### config.mk
export PLATFORM = sky130hd
export DESIGN_NAME = cache_evt_perf_counter_flat
export DESIGN_NICKNAME = d
export VERILOG_FILES = /design/src/rtl/cache_evt_perf_counter_if.sv /design/src/rtl/cache_evt_perf_counter.sv /design/src/flat_wrapper.sv
export SDC_FILE = /design/constraint.sdc
export NUM_CORES = 1
export LEC_CHECK = 0
export ABC_AREA = 1
export CAP_MARGIN = 20
export CORE_MARGIN = 3
export CORE_UTILIZATION = 40
export CTS_BUF_LIST = sky130_fd_sc_hd__clkbuf_8
export DETAILED_ROUTE_END_ITERATION = 10
export PLACE_DENSITY = 0.6
export SYNTH_ARGS = -nofsm -noshare
export SYNTH_HDL_FRONTEND = slang
export SYNTH_SLANG_ARGS = --single-unit
### constraint.sdc
create_clock -name clk -period 9 [get_ports clk]
set_input_delay 0.9 -clock clk [delete_from_list [all_inputs] [get_ports clk]]
set_output_delay 0.9 -clock clk [all_outputs]
set_load 0.1 [all_outputs]
### src/rtl/cache_evt_perf_counter_if.sv
// Event/control/display bundle for cache_evt_perf_counter.
// master drives strobes and selects; slave is the counter block.
interface cache_evt_perf_counter_if #(
  parameter int NUM_EVT = 8,
  parameter int CNT_W   = 32
);
  localparam int BYTES = (CNT_W + 7) / 8;
  localparam int CH_W  = (NUM_EVT > 1) ? $clog2(NUM_EVT) : 1;
  localparam int BY_W  = (BYTES > 1) ? $clog2(BYTES) : 1;

  logic               enb;
  logic [NUM_EVT-1:0] evt_i;
  logic               clr_i;
  logic               snap_i;
  logic               scan_i;
  logic [CH_W-1:0]    sel_ch_i;
  logic [BY_W-1:0]    sel_byte_i;
  logic [7:0]         data_o;
  logic [CH_W-1:0]    cur_ch_o;
  logic [BY_W-1:0]    cur_byte_o;
  logic [NUM_EVT-1:0] ovf_o;

  modport master (
    output enb,
    output evt_i,
    output clr_i,
    output snap_i,
    output scan_i,
    output sel_ch_i,
    output sel_byte_i,
    input  data_o,
    input  cur_ch_o,
    input  cur_byte_o,
    input  ovf_o
  );

  modport slave (
    input  enb,
    input  evt_i,
    input  clr_i,
    input  snap_i,
    input  scan_i,
    input  sel_ch_i,
    input  sel_byte_i,
    output data_o,
    output cur_ch_o,
    output cur_byte_o,
    output ovf_o
  );
endinterface

### src/rtl/cache_evt_perf_counter.sv
// Multi-channel edge-counting perf counter with snapshot and byte display.
// Define EVT_CNT_SAT_EN to saturate counters instead of wrapping.
module cache_evt_perf_counter #(
  parameter int NUM_EVT = 8,
  parameter int CNT_W   = 32,
  parameter int SCAN_W  = 24
) (
  input logic clk,
  input logic rst,
  cache_evt_perf_counter_if.slave bus
);
  localparam int BYTES = (CNT_W + 7) / 8;
  localparam int CH_W  = (NUM_EVT > 1) ? $clog2(NUM_EVT) : 1;
  localparam int BY_W  = (BYTES > 1) ? $clog2(BYTES) : 1;

  localparam logic [CNT_W-1:0] CNT_MAX = '1;
  localparam logic [CH_W-1:0]  CH_LAST = CH_W'(NUM_EVT - 1);
  localparam logic [BY_W-1:0]  BY_LAST = BY_W'(BYTES - 1);
`ifdef EVT_CNT_SAT_EN
  localparam logic [CNT_W-1:0] CNT_PRE = CNT_MAX - 1'b1;
`endif

  typedef enum logic {
    S_MANUAL = 1'b0,
    S_SCAN   = 1'b1
  } state_t;

  logic [NUM_EVT-1:0] r_evt_d;
  logic [NUM_EVT-1:0] r_ovf;
  logic [CNT_W-1:0]   r_cnt    [NUM_EVT];
  logic [CNT_W-1:0]   r_shadow [NUM_EVT];

  state_t             r_state;
  logic [SCAN_W-1:0]  r_tmr;
  logic [CH_W-1:0]    r_ch;
  logic [BY_W-1:0]    r_byte;
  logic [7:0]         r_data;

  logic [NUM_EVT-1:0] w_hit;
  state_t             w_state_nxt;
  logic [SCAN_W-1:0]  w_tmr_nxt;
  logic [CH_W-1:0]    w_ch_nxt;
  logic [BY_W-1:0]    w_byte_nxt;
  logic [CNT_W-1:0]   w_sel_cnt;
  logic [BYTES*8-1:0] w_ext;
  logic [7:0]         w_data_nxt;

  assign w_hit = bus.evt_i & ~r_evt_d & {NUM_EVT{bus.enb}};

  // Snapshot reads r_cnt before this edge's clear/increment lands
  always_ff @(posedge clk) begin
    if (rst) begin
      r_evt_d <= '0;
      r_ovf   <= '0;
      for (int k = 0; k < NUM_EVT; k++) begin
        r_cnt[k]    <= '0;
        r_shadow[k] <= '0;
      end
    end else begin
      r_evt_d <= bus.evt_i;
      for (int k = 0; k < NUM_EVT; k++) begin
        if (bus.snap_i) begin
          r_shadow[k] <= r_cnt[k];
        end
        if (bus.clr_i) begin
          r_cnt[k] <= '0;
          r_ovf[k] <= 1'b0;
        end else if (w_hit[k]) begin
`ifdef EVT_CNT_SAT_EN
          if (r_cnt[k] != CNT_MAX) begin
            r_cnt[k] <= r_cnt[k] + 1'b1;
          end
          if (r_cnt[k] == CNT_PRE) begin
            r_ovf[k] <= 1'b1;
          end
`else
          r_cnt[k] <= r_cnt[k] + 1'b1;
          if (r_cnt[k] == CNT_MAX) begin
            r_ovf[k] <= 1'b1;
          end
`endif
        end
      end
    end
  end

  always_ff @(posedge clk) begin
    if (rst) begin
      r_state <= S_MANUAL;
      r_tmr   <= '0;
      r_ch    <= '0;
      r_byte  <= '0;
      r_data  <= '0;
    end else begin
      r_state <= w_state_nxt;
      r_tmr   <= w_tmr_nxt;
      r_ch    <= w_ch_nxt;
      r_byte  <= w_byte_nxt;
      r_data  <= w_data_nxt;
    end
  end

  // Mode changes take effect on the same edge that sees scan_i
  always_comb begin
    w_state_nxt = r_state;
    w_tmr_nxt   = r_tmr;
    w_ch_nxt    = r_ch;
    w_byte_nxt  = r_byte;
    unique case (r_state)
      S_MANUAL: begin
        if (bus.scan_i) begin
          w_state_nxt = S_SCAN;
          w_tmr_nxt   = '0;
          w_ch_nxt    = '0;
          w_byte_nxt  = '0;
        end else begin
          w_ch_nxt    = bus.sel_ch_i;
          w_byte_nxt  = bus.sel_byte_i;
        end
      end
      S_SCAN: begin
        if (!bus.scan_i) begin
          w_state_nxt = S_MANUAL;
          w_tmr_nxt   = '0;
          w_ch_nxt    = bus.sel_ch_i;
          w_byte_nxt  = bus.sel_byte_i;
        end else begin
          w_tmr_nxt = r_tmr + 1'b1;
          if (r_tmr == '1) begin
            if (r_byte == BY_LAST) begin
              w_byte_nxt = '0;
              if (r_ch == CH_LAST) begin
                w_ch_nxt = '0;
              end else begin
                w_ch_nxt = r_ch + 1'b1;
              end
            end else begin
              w_byte_nxt = r_byte + 1'b1;
            end
          end
        end
      end
      default: begin
        w_state_nxt = S_MANUAL;
      end
    endcase
  end

  // Out-of-range channel or byte matches nothing and reads as zero
  always_comb begin
    w_sel_cnt  = '0;
    w_ext      = '0;
    w_data_nxt = 8'h00;
    for (int c = 0; c < NUM_EVT; c++) begin
      if (w_ch_nxt == CH_W'(c)) begin
        w_sel_cnt = r_shadow[c];
      end
    end
    w_ext[CNT_W-1:0] = w_sel_cnt;
    for (int b = 0; b < BYTES; b++) begin
      if (w_byte_nxt == BY_W'(b)) begin
        w_data_nxt = w_ext[8*b +: 8];
      end
    end
  end

  assign bus.data_o     = r_data;
  assign bus.cur_ch_o   = r_ch;
  assign bus.cur_byte_o = r_byte;
  assign bus.ovf_o      = r_ovf;
endmodule
### src/flat_wrapper.sv
// flat-port wrapper written by rule: the top's interface ports become plain ports
module cache_evt_perf_counter_flat 
#(
  parameter int NUM_EVT = 8,
  parameter int CNT_W   = 32,
  parameter int SCAN_W  = 24
)
  (clk, rst, bus_enb, bus_evt_i, bus_clr_i, bus_snap_i, bus_scan_i, bus_sel_ch_i, bus_sel_byte_i, bus_data_o, bus_cur_ch_o, bus_cur_byte_o, bus_ovf_o);
  cache_evt_perf_counter_if #(.NUM_EVT(NUM_EVT), .CNT_W(CNT_W)) bus_i ();
  input logic clk;
  input logic rst;
  input wire logic [$bits(bus_i.enb)-1:0] bus_enb;
  input wire logic [$bits(bus_i.evt_i)-1:0] bus_evt_i;
  input wire logic [$bits(bus_i.clr_i)-1:0] bus_clr_i;
  input wire logic [$bits(bus_i.snap_i)-1:0] bus_snap_i;
  input wire logic [$bits(bus_i.scan_i)-1:0] bus_scan_i;
  input wire logic [$bits(bus_i.sel_ch_i)-1:0] bus_sel_ch_i;
  input wire logic [$bits(bus_i.sel_byte_i)-1:0] bus_sel_byte_i;
  output wire logic [$bits(bus_i.data_o)-1:0] bus_data_o;
  output wire logic [$bits(bus_i.cur_ch_o)-1:0] bus_cur_ch_o;
  output wire logic [$bits(bus_i.cur_byte_o)-1:0] bus_cur_byte_o;
  output wire logic [$bits(bus_i.ovf_o)-1:0] bus_ovf_o;
  assign bus_i.enb = bus_enb;
  assign bus_i.evt_i = bus_evt_i;
  assign bus_i.clr_i = bus_clr_i;
  assign bus_i.snap_i = bus_snap_i;
  assign bus_i.scan_i = bus_scan_i;
  assign bus_i.sel_ch_i = bus_sel_ch_i;
  assign bus_i.sel_byte_i = bus_sel_byte_i;
  assign bus_data_o = bus_i.data_o;
  assign bus_cur_ch_o = bus_i.cur_ch_o;
  assign bus_cur_byte_o = bus_i.cur_byte_o;
  assign bus_ovf_o = bus_i.ovf_o;
  cache_evt_perf_counter #(.NUM_EVT(NUM_EVT), .CNT_W(CNT_W), .SCAN_W(SCAN_W)) u_core (.clk(clk), .rst(rst), .bus(bus_i));
endmodule
# Word level (Yosys, flattened, before mapping)
# Memory sizes are Yosys's and may differ from the RTL's.
# Cells that the tools add are included.
[word_totals]
ff_bits = 54
latch_bits = 0
ramBits = 512
mem_bits_ro = 0
in_bits = 19
out_inout_bits = 21
wordCells = 179
memories = 2
[memory_table]
columns = ["name", "depth", "width", "rd", "rd_ports_with_merged_regs", "write_ports", "line_no", "rtl"]
rows = [
  ["u_core.r_cnt", 8, 32, 8, 0, 8, "cache_evt_perf_counter.sv:30", "logic [CNT_W-1:0] r_cnt [NUM_EVT];"],
  ["u_core.r_shadow", 8, 32, 8, 0, 8, "cache_evt_perf_counter.sv:31", "logic [CNT_W-1:0] r_shadow [NUM_EVT];"],
]
[classes]
n_addsub = 11
mul = 0
div_mod_pow = 0
n_lt_le_gt_ge = 0
n_eq_ne = 22
shift = 0
n_mux = 91
bitwise = 28
reduce_logical = 11
[op_table]
columns = ["op", "count"]
rows = [
  ["two-way mux 32 bit", 32],
  ["adder 32 x 1 -> 32 bit (second input constant)", 8],
  ["equality test 32 bit (second input constant)", 8],
  ["two-way mux 24 bit", 2],
  ["one-hot mux 24 bit (2 select lines)", 1],
  ["two-way mux 1 bit", 41],
  ["two-way mux 8 bit", 4],
  ["adder 24 x 1 -> 24 bit (second input constant)", 1],
  ["equality test 24 bit (second input constant)", 1],
  ["OR 1 bit", 24],
  ["bitwise AND 8 bit", 2],
  ["AND reduction 2 bit", 8],
  ["equality test 3 bit (second input constant)", 5],
  ["two-way mux 3 bit", 5],
  ["two-way mux 2 bit", 4],
  ["NOT 8 bit", 1],
  ["equality test 2 bit (second input constant)", 3],
  ["equality test 3 x 2 -> 1 bit (second input constant)", 2],
  ["one-hot mux 3 bit (2 select lines)", 1],
  ["one-hot mux 2 bit (2 select lines)", 1],
  ["adder 3 x 1 -> 3 bit (second input constant)", 1],
  ["equality test 3 x 1 -> 1 bit (second input constant)", 1],
  ["logical NOT 3 bit", 1],
  ["adder 2 x 1 -> 2 bit (second input constant)", 1],
  ["other kinds (5)", 5],
]

# Depth between registers and ports, before layout
# Gate-level depths: netlist of the first run.
[logic_depth]
ltp_word = 19
ltp_mapped = 22
depth_no_buf = 20

# Worst setup path after synthesis of the first run
# Ideal clock, no wire load.
[synth_timing]
path_kind = "input -> register"
from = "input port rst"
to = "memory u_core.r_shadow[0][0] (enable)"
setup_time_ns = 0.511
t_arrival_ns = 4.512
required_ns = 8.489
path_slack_ns = 3.977
path_stages = 3
n_path_buf = 2
path_cell_list = "clkbuf_1 -> clkbuf_1 -> or2_2"
[synth_lines]
columns = ["item", "line_no", "rtl"]
rows = [
  ["start: declaration", "flat_wrapper.sv:11", "input logic rst;"],
  ["end: declaration", "cache_evt_perf_counter.sv:31", ""],
]

==> summary.txt, run 1 <==
Worst-skew pair later-pin latency: 0.70 ns
Commonest cells post-synth: nor2_1 (618), edfxtp_1 (512), nand2_1 (463)
First-pass iteration count of the detailed router: 8
Max cap viols: 0
Startpoint Class: primary input
Share of post-route cells with drive strength above 1: 0.06681
Hold_sp: u_core.bus.ovf_o[7]$_SDFFE_PP0P_
Gpl congestion: 0.9193
Antenna-violating nets left: 0
CTS tree: built
Die ar.: 73540 um^2
Num CTS Buffers: 100
Nets: 3249
Worst hold slack: 0.4607 ns
PD cells: 182.9 nW/um^2
Setup CP Type: in2reg
# Post-CTS Setup Buffers: 0
Setup TNS Final: 0 ns
Core area: 69190 um^2
Hold Buf Count CTS: 0
CTS root buf: clkbuf_8
RSZ-0062 raised after global routing: no
Rel. slew slack: 0.3199
Multi-input logic area: 9592 um^2
Synthesis Warnings: 0
CP required: 9.30 ns
Worst Skew: 0.03518 ns
Fillers: 6880
Vias: 21790
Post-synth ARST share: 0
# rows: 96
Grt total ovfl: 0
Synth top area share: 0.5465
IO buf count: 39
Cells on Worst Hold Path: 1
Register bit total from synthesis: 566
Area contributors post-synth: edfxtp_1 (55%), nor2_1 (8.2%), nand2_1 (6.2%)
Leakage: 11.20 nW
Crit Path Max Fanout: 75
Max Slew Vio Count: 0
Clk buf depth: 3
Count leader, synth: nor2_1
EDFF count, synth: 512
Crit share post-route: 0.3908
Register area: 16460 um^2
DRC viols: 0
R2R setup slack: 5.59 ns
Fmax: 284.4 MHz
FF-to-FF End: u_core.bus.data_o[3]$_SDFF_PP0_
CP endpoint kind: register
Initial antenna violation count: 1
CTS Sinks: 566
Post-DP Area: 29460 um^2
DP Wirelength: 54370 um
Mapped cell area: 28130 um^2
Htree depth: 3
FF-to-FF Start: u_core.r_tmr[0]$_SDFFE_PP0P_
Outcome: finished, final reports clean
Synthesized instance count: 3137
Most used DFF post-synth: edfxtp_1
Synth cell types: 44
Initial core utilization: 0.4066
First-pass GRT wire length: 119300 um
Largest area contributor in the synthesized netlist: edfxtp_1
Worst-Margin Slew: 1.017 ns
Mapped Avg Cell Area: 8.967 um^2
Clock transition at path regs: 0.06 ns
Final Hold Fails: 0
Synthesized Nets: 3168
CP Data Arrival Time: 3.81 ns
Chip Height: 271.2 um
Final Setup Violations: 0
Worst min-delay path category: reg2reg
Die W: 271.2 um
Fin area: 31310 um^2
Max VDD drop: 0.0001155 V
Io pins: 40
Routed WL: 76730 um
Iter 0 DRT Violations: 2032
Global-route usage over all layers: 0.2068
Endpoint, Worst Hold: u_core.bus.ovf_o[7]$_SDFFE_PP0P_
DR vias/cell: 5.156
Drt wl/cell: 18.16 um
Cts repair resizes: 0
Pin count of the biggest net entering global routing: 94
FF-to-FF path depth: 16
Number of global-route vias before repair: 20520
Sequential share of the synthesized area: 0.5850
Syn-to-layout area delta: 11.31%
Min Clock Period, post-route: 3.517 ns
-- worst max-delay path, stage by stage --
cell and delay [ns]:
buf_4 0.34, buf_4 0.66, or2_4 0.90, buf_4 0.80
-- sequential cells by signal (all words and copies together) (netlist names) --
register,count
u_core.r_evt_d,8
u_core.r_shadow,256
u_core.bus.cur_ch_o,3
u_core.r_tmr,24
u_core.bus.ovf_o,8
u_core.r_cnt,256
u_core.r_state,1
u_core.bus.data_o,8
u_core.bus.cur_byte_o,2
-- where the power goes --
group          internal, W  switching (W)
sequential         0.00301      0.0000965
combinational    0.0000885       0.000309
clock              0.00114        0.00108
-- worst max-delay path by stage --
stage | start | depth (start not counted) | endpoint | slack (ns)
after floorplan | rst | 3 | u_core.r_shadow[0][0]$_SDFFCE_PN0P_ | 3.98
after global placement | bus_enb | 8 | u_core.r_cnt[0][95]$_SDFFCE_PN0P_ | 4.62
after detailed placement | bus_enb | 8 | u_core.r_cnt[0][95]$_SDFFCE_PN0P_ | 4.60
after CTS | bus_enb | 8 | u_core.r_cnt[0][95]$_SDFFCE_PN0P_ | 5.34
after global routing | u_core.r_tmr[0]$_SDFFE_PP0P_ | 19 | u_core.bus.data_o[4]$_SDFF_PP0_ | 5.22
final | rst | 4 | u_core.r_shadow[0][28]$_SDFFCE_PN0P_ | 5.48
-- per-stage QoR --
| step | std cells | total power (W) | setup slack, ns | util |
|---|---|---|---|---|
| 3_3_place_gp | 4045 | 0.003549 | 4.624 | 0.4258 |
| 5_1_grt | 4225 | 0.005950 | 5.216 | 0.4526 |
| 3_5_place_dp | 4045 | 0.003550 | 4.603 | 0.4258 |
| 4_1_cts | 4222 | 0.005779 | 5.336 | 0.4520 |
| 6_report | 4225 | 0.005728 | 5.483 | 0.4526 |
| 2_1_floorplan | 3137 | 0.003384 | 3.977 | - |
-- kinds of logic (layout without fill, tap and decap cells) --
logic type      count (synthesis)  after routing  synth area share
compound gates                365            365           0.06925
buf+inv                       533            689           0.07468
other cells                     0              1                 0
xor+xnor                       18             18          0.005604
fa+ha+maj                      12             12          0.005337
flops                         566            566            0.5850
simple gates                 1643           1643            0.2602
-- routing by layer --
layer  wire (um)  track usage  vias up
met3        5158      0.03403      113
met2       33030       0.3072      679
li1            -            -    10740
met5           0            0        -
met4        1936      0.06072        0
met1       36610       0.3107    10250
-- layout make-up --
type,count,share of cell area
timing repair buffer,64,0.01902
antenna,1,0.00007992
multi-input combinational,2038,0.3063
clock inverter,74,0.01279
sequential,566,0.5255
tap,931,0.03720
inverter,448,0.05378
clock buffer,103,0.04527
-- placed cells by master, fill, tap and decap left out, types with 12 or more instances in the layout --
cell type / netlist / routed
clkdlybuf4s50_1: 0 / 38
dfxtp_1: 54 / 54
o21ai_0: 100 / 100
o21a_1: 33 / 33
nor4_1: 50 / 50
nor3_1: 182 / 182
clkinv_2: 0 / 19
clkbuf_8: 0 / 103
nand2_1: 463 / 462
nor2_1: 618 / 617
nand3_1: 171 / 171
inv_1: 435 / 471
clkinv_1: 5 / 16
a21oi_1: 206 / 206
edfxtp_1: 512 / 512
ha_1: 12 / 12
buf_4: 7 / 25
nor2_2: 14 / 14
xor2_1: 18 / 18
nand4_1: 62 / 62
nor3b_1: 34 / 34
No activity file was read; power rests on OpenSTA's default activity.
==> run 2: changes to the inputs <==
==> constraint.sdc (replaced) <==
create_clock -name clk -period 3.41 [get_ports clk]
set_input_delay 0.341 -clock clk [delete_from_list [all_inputs] [get_ports clk]]
set_output_delay 0.341 -clock clk [all_outputs]
set_load 0.1 [all_outputs]
==> run 2 against run 1 <==
  * Largest power group unchanged
  * Sequential share of layout area fell by 0.83 points
  * Global-route usage rose by 0.59 points
  * Critical endpoint is now u_core.bus.data_o[5]$_SDFF_PP0_
  * Cell count rose by 1.1%
  * Power rose to 2.7 times the previous value
  * Register-to-register slack got worse by 5.3 ns
  * Final area rose by 1.6%
  * Clock power rose to 2.8 times the previous value
  * Non-clock buffer count rose by 38
==> summary.txt, run 2 (same netlist as run 1, synthesis figures left out) <==
Total power: 0.01555 W (was 0.005728 W)
Max Slew Vio Count: 0 (unchanged)
FF-to-FF Start: u_core.r_tmr[0]$_SDFFE_PP0P_ (unchanged)
Worst-skew pair later-pin latency: 0.70 ns (about the same)
# rows: 96 (unchanged)
DR vias/cell: 5.135 (was 5.156)
Io pins: 40 (unchanged)
Final Setup Violations: 0 (unchanged)
Outcome: finished, final reports clean (unchanged)
CP required: 3.98 ns (was 9.30 ns)
Clk network pwr share: 0.402 (was 0.388)
Commonest non-fill, non-tap cell in the layout: nor2_1 (unchanged)
Max cap viols: 0 (unchanged)
Combinational share of power: 0.069 (about the same)
Iter 0 DRT Violations: 2273 (was 2032)
Pin count of the biggest net entering global routing: 78 (was 94)
DRC viols: 0 (unchanged)
Fin area: 31820 um^2 (was 31310 um^2)
Clock transition at path regs: 0.06 ns (about the same)
Initial core utilization: 0.4066 (unchanged)
Endpoint, Worst Hold: u_core.r_evt_d[6]$_SDFF_PP0_ (was u_core.bus.ovf_o[7]$_SDFFE_PP0P_)
Core area: 69190 um^2 (unchanged)
Placed Instances: 4084 (was 4045)
First-pass GRT wire length: 120600 um (was 119300 um)
Min Clock Period, post-route: 3.121 ns
CP endpoint kind: register (unchanged)
RSZ-0062 raised after global routing: no (unchanged)
# Post-CTS Setup Buffers: 0 (unchanged)
Worst slack, placed: 0.3086 ns (was 4.603 ns)
Sequential Power Share: 0.529 (was 0.542)
Final Hold Fails: 0 (unchanged)
R2R setup slack: 0.29 ns (was 5.59 ns)
IO buf count: 39 (unchanged)
CP Data Arrival Time: 3.69 ns (was 3.81 ns)
Post-DP Area: 29830 um^2 (was 29460 um^2)
Num CTS Buffers: 98 (was 100)
Grt total ovfl: 0 (unchanged)
Commonest non-fill, non-tap cells in the layout: nor2_1 (617), edfxtp_1 (512), inv_1 (465) (was nor2_1 (617), edfxtp_1 (512), inv_1 (471))
First-pass iteration count of the detailed router: 8 (unchanged)
Worst Skew: 0.02933 ns (was 0.03518 ns)
Cells on Worst Hold Path: 3 (was 1)
Crit Path Max Fanout: 31 (was 75)
P_sw: 0.003977 W (was 0.001486 W)
DP Wirelength: 58040 um (was 54370 um)
CTS tree: built (unchanged)
Share of post-route cells with drive strength above 1: 0.07729 (was 0.06681)
Switch share: 0.2559 (was 0.2595)
PD cells: 488.6 nW/um^2 (was 182.9 nW/um^2)
Routed WL: 79410 um (was 76730 um)
Hold_sp: bus_evt_i[6] (was u_core.bus.ovf_o[7]$_SDFFE_PP0P_)
Die ar.: 73540 um^2 (unchanged)
Htree depth: 3 (unchanged)
Gpl congestion: 0.9626 (was 0.9193)
Max VDD drop: 0.0002866 V (was 0.0001155 V)
Rel. slew slack: 0.3167 (was 0.3199)
CTS Sinks: 566 (unchanged)
CTS root buf: clkbuf_8 (unchanged)
Fin cells: 4271 (was 4225)
Antenna-violating nets left: 0 (unchanged)
Startpoint Class: register (was primary input)
Nets: 3285 (was 3249)
Die W: 271.2 um (unchanged)
Global-route usage over all layers: 0.2127 (was 0.2068)
FF-to-FF End: u_core.bus.data_o[5]$_SDFF_PP0_ (was u_core.bus.data_o[3]$_SDFF_PP0_)
Number of global-route vias before repair: 20330 (was 20520)
Initial antenna violation count: 2 (was 1)
Fmax: 320.4 MHz
Leakage: 11.46 nW (was 11.20 nW)
Setup TNS Final: 0 ns (unchanged)
Crit share post-route: 0.9152
Largest regs: u_core.r_cnt x256, u_core.r_shadow x256, u_core.r_tmr x24 (unchanged)
FF-to-FF path depth: 18 (was 16)
Setup CP Type: reg2reg (was in2reg)
Vias: 21930 (was 21790)
PnR worst setup slack: 0.2890 ns (was 5.483 ns)
Internal: 0.01157 W (was 0.004241 W)
Worst min-delay path category: in2reg (was reg2reg)
Worst-Margin Slew: 1.022 ns (was 1.017 ns)
Clk buf depth: 3 (unchanged)
Syn-to-layout area delta: 13.10% (was 11.31%)
Drt wl/cell: 18.59 um (was 18.16 um)
Chip Height: 271.2 um (unchanged)
## run 2: layer usage
metal  wire (um)  track usage
met5           0            0
met4        2588      0.07597
met3        5855      0.04313
met2       33940       0.3129
met1       37020       0.3115
## run 2: critical path, stage by stage, from the launching register on
cell and delay (ns):
dfxtp_1 0.37, ha_1 0.17, nand2_1 0.08, nor2_2 0.16, nand2_2 0.09, nor2_4 0.15, nand3_1 0.11, nand3_1 0.16
nand2_4 0.13, nand2_4 0.31, nor2_4 0.07, inv_2 0.28, nor2_1 0.10, nor2_1 0.34, nand4_1 0.16, nand2_1 0.09
nand3_1 0.08, nor2_1 0.08, nor2_1 0.04
## run 2: power by group through the flow
stage	logic, W	clock network (W)	registers [W]
after global placement	0.00107	0	0.00836
after detailed placement	0.00107	0	0.00835
final	0.00108	0.00624	0.00822
after floorplan	0.000628	0	0.00830
after CTS	0.00108	0.00638	0.00822
after global routing	0.00118	0.00670	0.00825
## run 2: layout make-up
type / count / area [um^2]
Antenna cell: 2 / 5.005
Tap cell: 931 / 1165
Clock buffer: 104 / 1431
Sequential cell: 566 / 16460
Multi-Input combinational cell: 2038 / 9592
Inverter: 448 / 1684
Clock inverter: 80 / 530.5
Fill cell: 6801 / 37370
Timing Repair Buffer: 102 / 952.2
## run 2: what timing repair did
action | 4_1_cts | 5_1_grt
hold endpoints to repair | 3 | 0
setup endpoints to repair | 0 | 3
hold buffers | 1 | 0
resized for setup | 0 | 1
## run 2: worst max-delay path by stage
stage	cells past startpoint	startpoint	endpoint
floorplan	3	rst	u_core.r_shadow[0][0]$_SDFFCE_PN0P_
global placement	16	u_core.r_tmr[0]$_SDFFE_PP0P_	u_core.bus.data_o[5]$_SDFF_PP0_
detailed placement	16	u_core.r_tmr[0]$_SDFFE_PP0P_	u_core.bus.data_o[5]$_SDFF_PP0_
CTS	18	u_core.r_tmr[0]$_SDFFE_PP0P_	u_core.bus.data_o[5]$_SDFF_PP0_
global route	18	u_core.r_tmr[0]$_SDFFE_PP0P_	u_core.bus.data_o[5]$_SDFF_PP0_
finish	18	u_core.r_tmr[0]$_SDFFE_PP0P_	u_core.bus.data_o[5]$_SDFF_PP0_
## run 2: through the flow
stage | hold WS [ns] | utilization
after floorplan | 0.4376 | -
after global placement | 0.4497 | 0.4312
after detailed placement | 0.4527 | 0.4312
after CTS | 0.1173 | 0.4597
after global routing | 0.1466 | 0.4598
final | 0.1805 | 0.4599
